==> config.mk <==
export PLATFORM = sky130hd
export DESIGN_NAME = serial_subtractor
export DESIGN_NICKNAME = d
export VERILOG_FILES = /design/src/rtl/serial_sub_pkg.sv /design/src/rtl/serial_subtractor_fs_cell.sv /design/src/rtl/serial_subtractor.sv
export SDC_FILE = /design/constraint.sdc
export NUM_CORES = 1
export LEC_CHECK = 0
export BUFFER_PORTS_ARGS = -buffer_cell sky130_fd_sc_hd__buf_2
export CAP_MARGIN = 20
export CORE_MARGIN = 2
export CORE_UTILIZATION = 52
export DETAILED_ROUTE_END_ITERATION = 7
export MAX_ROUTING_LAYER = met4
export PLACE_DENSITY_LB_ADDON = 0.12
export SETUP_SLACK_MARGIN = 0.4
export SLEW_MARGIN = 20
export SYNTH_ARGS = -nofsm -noshare
export SYNTH_HDL_FRONTEND = slang
export SYNTH_SLANG_ARGS = --single-unit
export TNS_END_PERCENT = 1
==> constraint.sdc <==
create_clock -name clk -period 1.5 [get_ports clk]
set_input_delay 0.225 -clock clk [delete_from_list [all_inputs] [get_ports clk]]
set_output_delay 0.225 -clock clk [all_outputs]
set_load 0.05 [all_outputs]
==> src/rtl/serial_sub_pkg.sv <==
// Shared types and defaults for the bit-serial subtractor.
package serial_sub_pkg;

  typedef enum logic [1:0] {
    IDLE,
    SHIFT,
    DONE
  } ssub_state_t;

  localparam int DEFAULT_WIDTH = 8;

endpackage

==> src/rtl/serial_subtractor_fs_cell.sv <==
// Single-bit full subtractor: d = x - y - bi, with borrow-out.
module fs_cell (
  input  logic x,
  input  logic y,
  input  logic bi,
  output logic d,
  output logic bout
);

  assign d    = x ^ y ^ bi;
  assign bout = (~x & y) | (~(x ^ y) & bi);

endmodule

==> src/rtl/serial_subtractor.sv <==
// Bit-serial a - b - bin: one fs_cell, LSB first, WIDTH cycles per operation.
module serial_subtractor
  import serial_sub_pkg::*;
#(
  parameter int WIDTH = DEFAULT_WIDTH
) (
  input  logic             clk,
  input  logic             rst,
  input  logic             start,
  input  logic [WIDTH-1:0] a,
  input  logic [WIDTH-1:0] b,
  input  logic             bin,
  output logic             busy,
  output logic             done,
  output logic [WIDTH-1:0] dif,
  output logic             bo,
  output logic             ovf
);

  localparam int             CW   = $clog2(WIDTH);
  localparam logic [CW-1:0]  LAST = CW'(WIDTH - 1);

  ssub_state_t      state, next_state;
  logic             load, step, last;
  logic [WIDTH-1:0] a_sh, b_sh;
  logic             borrow, a_msb, b_msb;
  logic [CW-1:0]    count;
  logic             d_bit, b_out;

  fs_cell u_fs (
    .x    (a_sh[0]),
    .y    (b_sh[0]),
    .bi   (borrow),
    .d    (d_bit),
    .bout (b_out)
  );

  // NOTE: sequential state uses non-blocking (<=) so every register samples pre-edge values.
  always_ff @(posedge clk) begin
    if (rst) state <= IDLE;
    else     state <= next_state;
  end

  // NOTE: every output of this block gets a default first, so no path can infer a latch.
  always_comb begin
    next_state = state;
    load       = 1'b0;
    step       = 1'b0;
    case (state)
      IDLE: begin
        if (start) begin
          next_state = SHIFT;
          load       = 1'b1;
        end
      end
      SHIFT: begin
        step = 1'b1;
        if (count == LAST) next_state = DONE;
      end
      DONE: begin
        if (start) begin
          next_state = SHIFT;
          load       = 1'b1;
        end else begin
          next_state = IDLE;
        end
      end
      default: next_state = IDLE;
    endcase
  end

  assign busy = (state == SHIFT);
  assign done = (state == DONE);
  assign last = step && (count == LAST);

  // The a register doubles as the partial-difference register: diff bits
  // enter at the MSB as the consumed minuend bits leave at the LSB.
  always_ff @(posedge clk) begin
    if (rst) begin
      a_sh   <= '0;
      b_sh   <= '0;
      borrow <= 1'b0;
      a_msb  <= 1'b0;
      b_msb  <= 1'b0;
      count  <= '0;
      dif    <= '0;
      bo     <= 1'b0;
      ovf    <= 1'b0;
    end else begin
      if (load) begin
        a_sh   <= a;
        b_sh   <= b;
        borrow <= bin;
        a_msb  <= a[WIDTH-1];
        b_msb  <= b[WIDTH-1];
        count  <= '0;
      end else if (step) begin
        a_sh   <= {d_bit, a_sh[WIDTH-1:1]};
        b_sh   <= {1'b0, b_sh[WIDTH-1:1]};
        borrow <= b_out;
        count  <= count + 1'b1;
      end
      if (last) begin
        dif <= {d_bit, a_sh[WIDTH-1:1]};
        bo  <= b_out;
        ovf <= (a_msb != b_msb) && (d_bit != a_msb);
      end
    end
  end

endmodule

==> summary.md <==
| Metric | Value |
|---|---|
| Status | `completed` |
| Number of port buffers | `31` |
| CTS Buffer Depth | `2` |
| DR vias/cell | `between 5 and 6` |
| Register area share after synthesis | `48.4%` |
| Post-synthesis xor/xnor area fraction | `0.623%` |
| R2r setup slk | `0.12 ns` |
| CP Cell Sequence | `inv_2 > fa_1 > nor2_1 > a21oi_2 > a211oi_2` |
| Antenna cells | `0` |
| Initial Util | `a little under three fifths` |
| Layout cell share with drive strength beyond 1 | `28.4%` |
| Metal3 WL | `165 um` |
| Mux contribution to synthesized area | `1.42%` |
| CP Class | `reg -> reg` |
| Setup violators final | `0` |
| Dpl hpwl | `between 2000 and 2500 um` |
| Fin nets | `216` |
| Synthesized flop and latch total | `34` |
| Worst Hold Class | `in -> reg` |
| IO Pins | `32` |
| Share of the synthesized area in the top cell type | `about half` |
| Synth Area in Simple Gates | `22.3%` |
| CP Max Fanout | `4` |
| DR vias | `around 1200` |
| Core area | `2520 um2` |
| Adder-cell share of the synthesized area | `3.20%` |
| Fin. Hold Viols | `0` |
| Max incr delay on CP | `0.60 ns` |
| Largest net degree at the start of global routing | `35` |
| Total power | `approximately 0.0018 W` |
| Reg2reg path depth | `5` |
| Syn Inst Count | `about 160` |
| Pleak | `0.668 nW` |
| Worst R2R Start | `borrow$_SDFFE_PP0P_` |
| Vias in the first global route | `1219` |
| Max layer used | `met4` |
| Crit path DAT | `1.59 ns` |
| RD Place Congestion | `0.843` |
| Highest clock rate | `between 700 and 800 MHz` |
| Largest family of logic cells by synthesized area | `simple AND/OR/NAND/NOR gates` |
| CP Buf/Inv Count | `1` |
| WP data required | `1.71 ns` |
| Ys Warns | `0` |
| Met2 WL post-DR | `1500 um` |
| Final WL | `about 3200 um` |
| Clock sink count | `34` |
| CTS buffer count | `5` |
| Worst-margin pin slew | `0.630 ns` |
| Cell Rows | `18` |
| Post-layout min period | `~1.4 ns` |
| Worst-skew pair later-pin latency | `approximately 0.34 ns` |
| CP Depth | `5` |
| Final period util | `between 90% and 100%` |
| Area Growth Syn to Fin | `19.2%` |
| Largest area contributor in the netlist | `dfxtp_1` |
| MaxCap Viol Count | `0` |
| PwrDens | `roughly 1100 nW/um2` |
| Synth Area in Compound Gates | `16.3%` |
| CP startpoint | `borrow$_SDFFE_PP0P_` |
| Die area | `3140 um2` |
| Hold slack | `roughly 0.16 ns` |
| CTS H-tree lvls | `2` |
| Final ANT Viol Nets | `0` |
| Total Routing Usage GR | `23.1%` |
| RSZ-0062 raised after global routing | `yes` |
| Max_slew headroom | `58.0%` |
| Setup crit end kind | `flip-flop` |
| Most common cell in the netlist | `nand2_1` |
| Max Transition Viols Final | `0` |
| Crit path max-delay family | `adder cells` |
| Crit Reg-Reg Endpoint | `ovf$_SDFFE_PP0P_` |
| CP Launch Type | `flip-flop` |
| Synth unique cells | `29` |
| First-pass GRT wire length | `between 5000 and 6000 um` |
| Commonest cells post-synth | `nand2_1, dfxtp_1, a21oi_1` |
| FFs w/ async S/R, synth | `0%` |
| First-pass detailed-route iteration total | `4` |
| CTS tree | `done` |
| Initial antenna violation count | `0` |
| Hold-fix buffers, CTS | `0` |
| Top post-synthesis cells by area | `dfxtp_1, nand2_1, a21oi_1, a311oi_1, nor2_1` |
| Post-synth EDFFs | `0` |
| Root Buffer | `clkbuf_4` |
| Initial DRC count | `27` |
| Slowest stage cell, crit path | `fa_1` |
| Total congestion overflow | `0` |
| Synthesized area | `~1400 um2` |
| Synthesized Nets | `185` |
| Synthesized area per cell | `around 8.7 um2` |
| Setup Skew | `0.00469 ns` |
| Worst setup endpoint | `ovf$_SDFFE_PP0P_` |
| Width of the die | `56.0 um` |
| Peak VDD IR | `about 0.00074 V` |
| Wire per inst | `14.4 um` |
| Met1 WL | `approximately 1500 um` |
| # DRC | `0` |
| Height of the die | `56.0 um` |
| CTS clock-pin slew for the worst setup and hold paths | `0.10 ns` |
| Ys flop type | `dfxtp_1` |
==> per-layer routing <==
layer	vias up	track usage, %
met2	35	35.3
met1	578	28.5
met5	-	-
met3	9	7.44
li1	623	-
met4	0	8.50
==> registers in the layout (all words and copies together), names as in the netlist <==
name and cells:
state 2, count 3, b_sh 8, dif 8
borrow 1, ovf 1, bo 1, b_msb 1
a_msb 1, a_sh 8
==> power by group <==
| group | switching, W | internal [W] |
|---|---|---|
| clock | 0.000300 | 0.000227 |
| sequential | 0.0000383 | 0.000953 |
| combinational | 0.000139 | 0.000104 |
==> placed cells by master (no fill, tap or decap), drive strengths merged, types with 2 or more instances in the layout <==
cell type | synthesis | layout
clkbuf | 4 | 7
nor2 | 13 | 13
nor2b | 2 | 2
a22oi | 3 | 3
o22ai | 3 | 3
inv | 3 | 3
nor3 | 9 | 9
buf | 8 | 35
ha | 2 | 2
nand3 | 6 | 6
a311oi | 8 | 8
mux2i | 2 | 2
a211oi | 2 | 2
nand3b | 2 | 2
nand2b | 2 | 2
nand2 | 37 | 37
a21oi | 16 | 16
and3b | 1 | 2
dfxtp | 34 | 34
==> cells by family (layout without fill, tap and decap cells) <==
| family | Yosys count | after routing |
|---|---|---|
| AO/OA/AOI/OAI | 35 | 35 |
| buffers and inverters | 15 | 46 |
| adder cells (fa/ha/maj) | 3 | 3 |
| XOR/XNOR | 1 | 1 |
| flip-flops | 34 | 34 |
| AND/OR/NAND/NOR | 72 | 73 |
| multiplexers | 2 | 2 |
==> stage by stage <==
step / cell area (um2) / instances / TNS, ns / utilization [%] / setup WS (ns)
after floorplan: 1410 / 162 / 0 / - / 0.219
after global placement: 1540 / 214 / 0 / 61.2 / 0.0457
after detailed placement: 1540 / 214 / -0.0187 / 61.2 / -0.0168
after CTS: 1640 / 224 / 0 / 65.0 / 0.107
after global routing: 1680 / 224 / 0 / 66.5 / 0.0697
final: 1680 / 224 / 0 / 66.5 / 0.120
==> layout make-up <==
cell class	count	area [um2]
Fill cell	224	846
Sequential cell	34	686
Multi-Input combinational cell	114	661
Timing Repair Buffer	35	214
Clock buffer	7	55.1
Tap cell	30	37.5
Inverter	3	18.8
Clock inverter	1	5.00
==> timing repair <==
action / 4_1_cts / 5_1_grt
gates resized for setup: 9 / 8
cloned: 1 / 0
setup buffers: 1 / 0
endpoints found under the setup margin: 45 / 46
==> how the worst min path moves through the flow <==
stage | from | end | slack [ns] | depth (start not counted)
6_report | a[5] | a_sh[5]$_SDFFE_PP0P_ | 0.16 | 3
5_1_grt | a[7] | a_msb$_SDFFE_PP0P_ | 0.15 | 3
4_1_cts | b[7] | b_sh[7]$_SDFFE_PP0P_ | 0.15 | 3
3_5_place_dp | dif[7]$_SDFFE_PP0P_ | dif[7]$_SDFFE_PP0P_ | 0.45 | 2
3_3_place_gp | dif[5]$_SDFFE_PP0P_ | dif[5]$_SDFFE_PP0P_ | 0.44 | 2
2_1_floorplan | a[7] | a_msb$_SDFFE_PP0P_ | 0.38 | 2
==> worst reg2reg max path: stages (launching register included) <==
cell      delay [ns]
dfxtp_2         0.34
inv_2           0.04
fa_1            0.60
nor2_1          0.07
a21oi_2         0.13
a211oi_2        0.07
No activity file was read; power rests on OpenSTA's default activity.
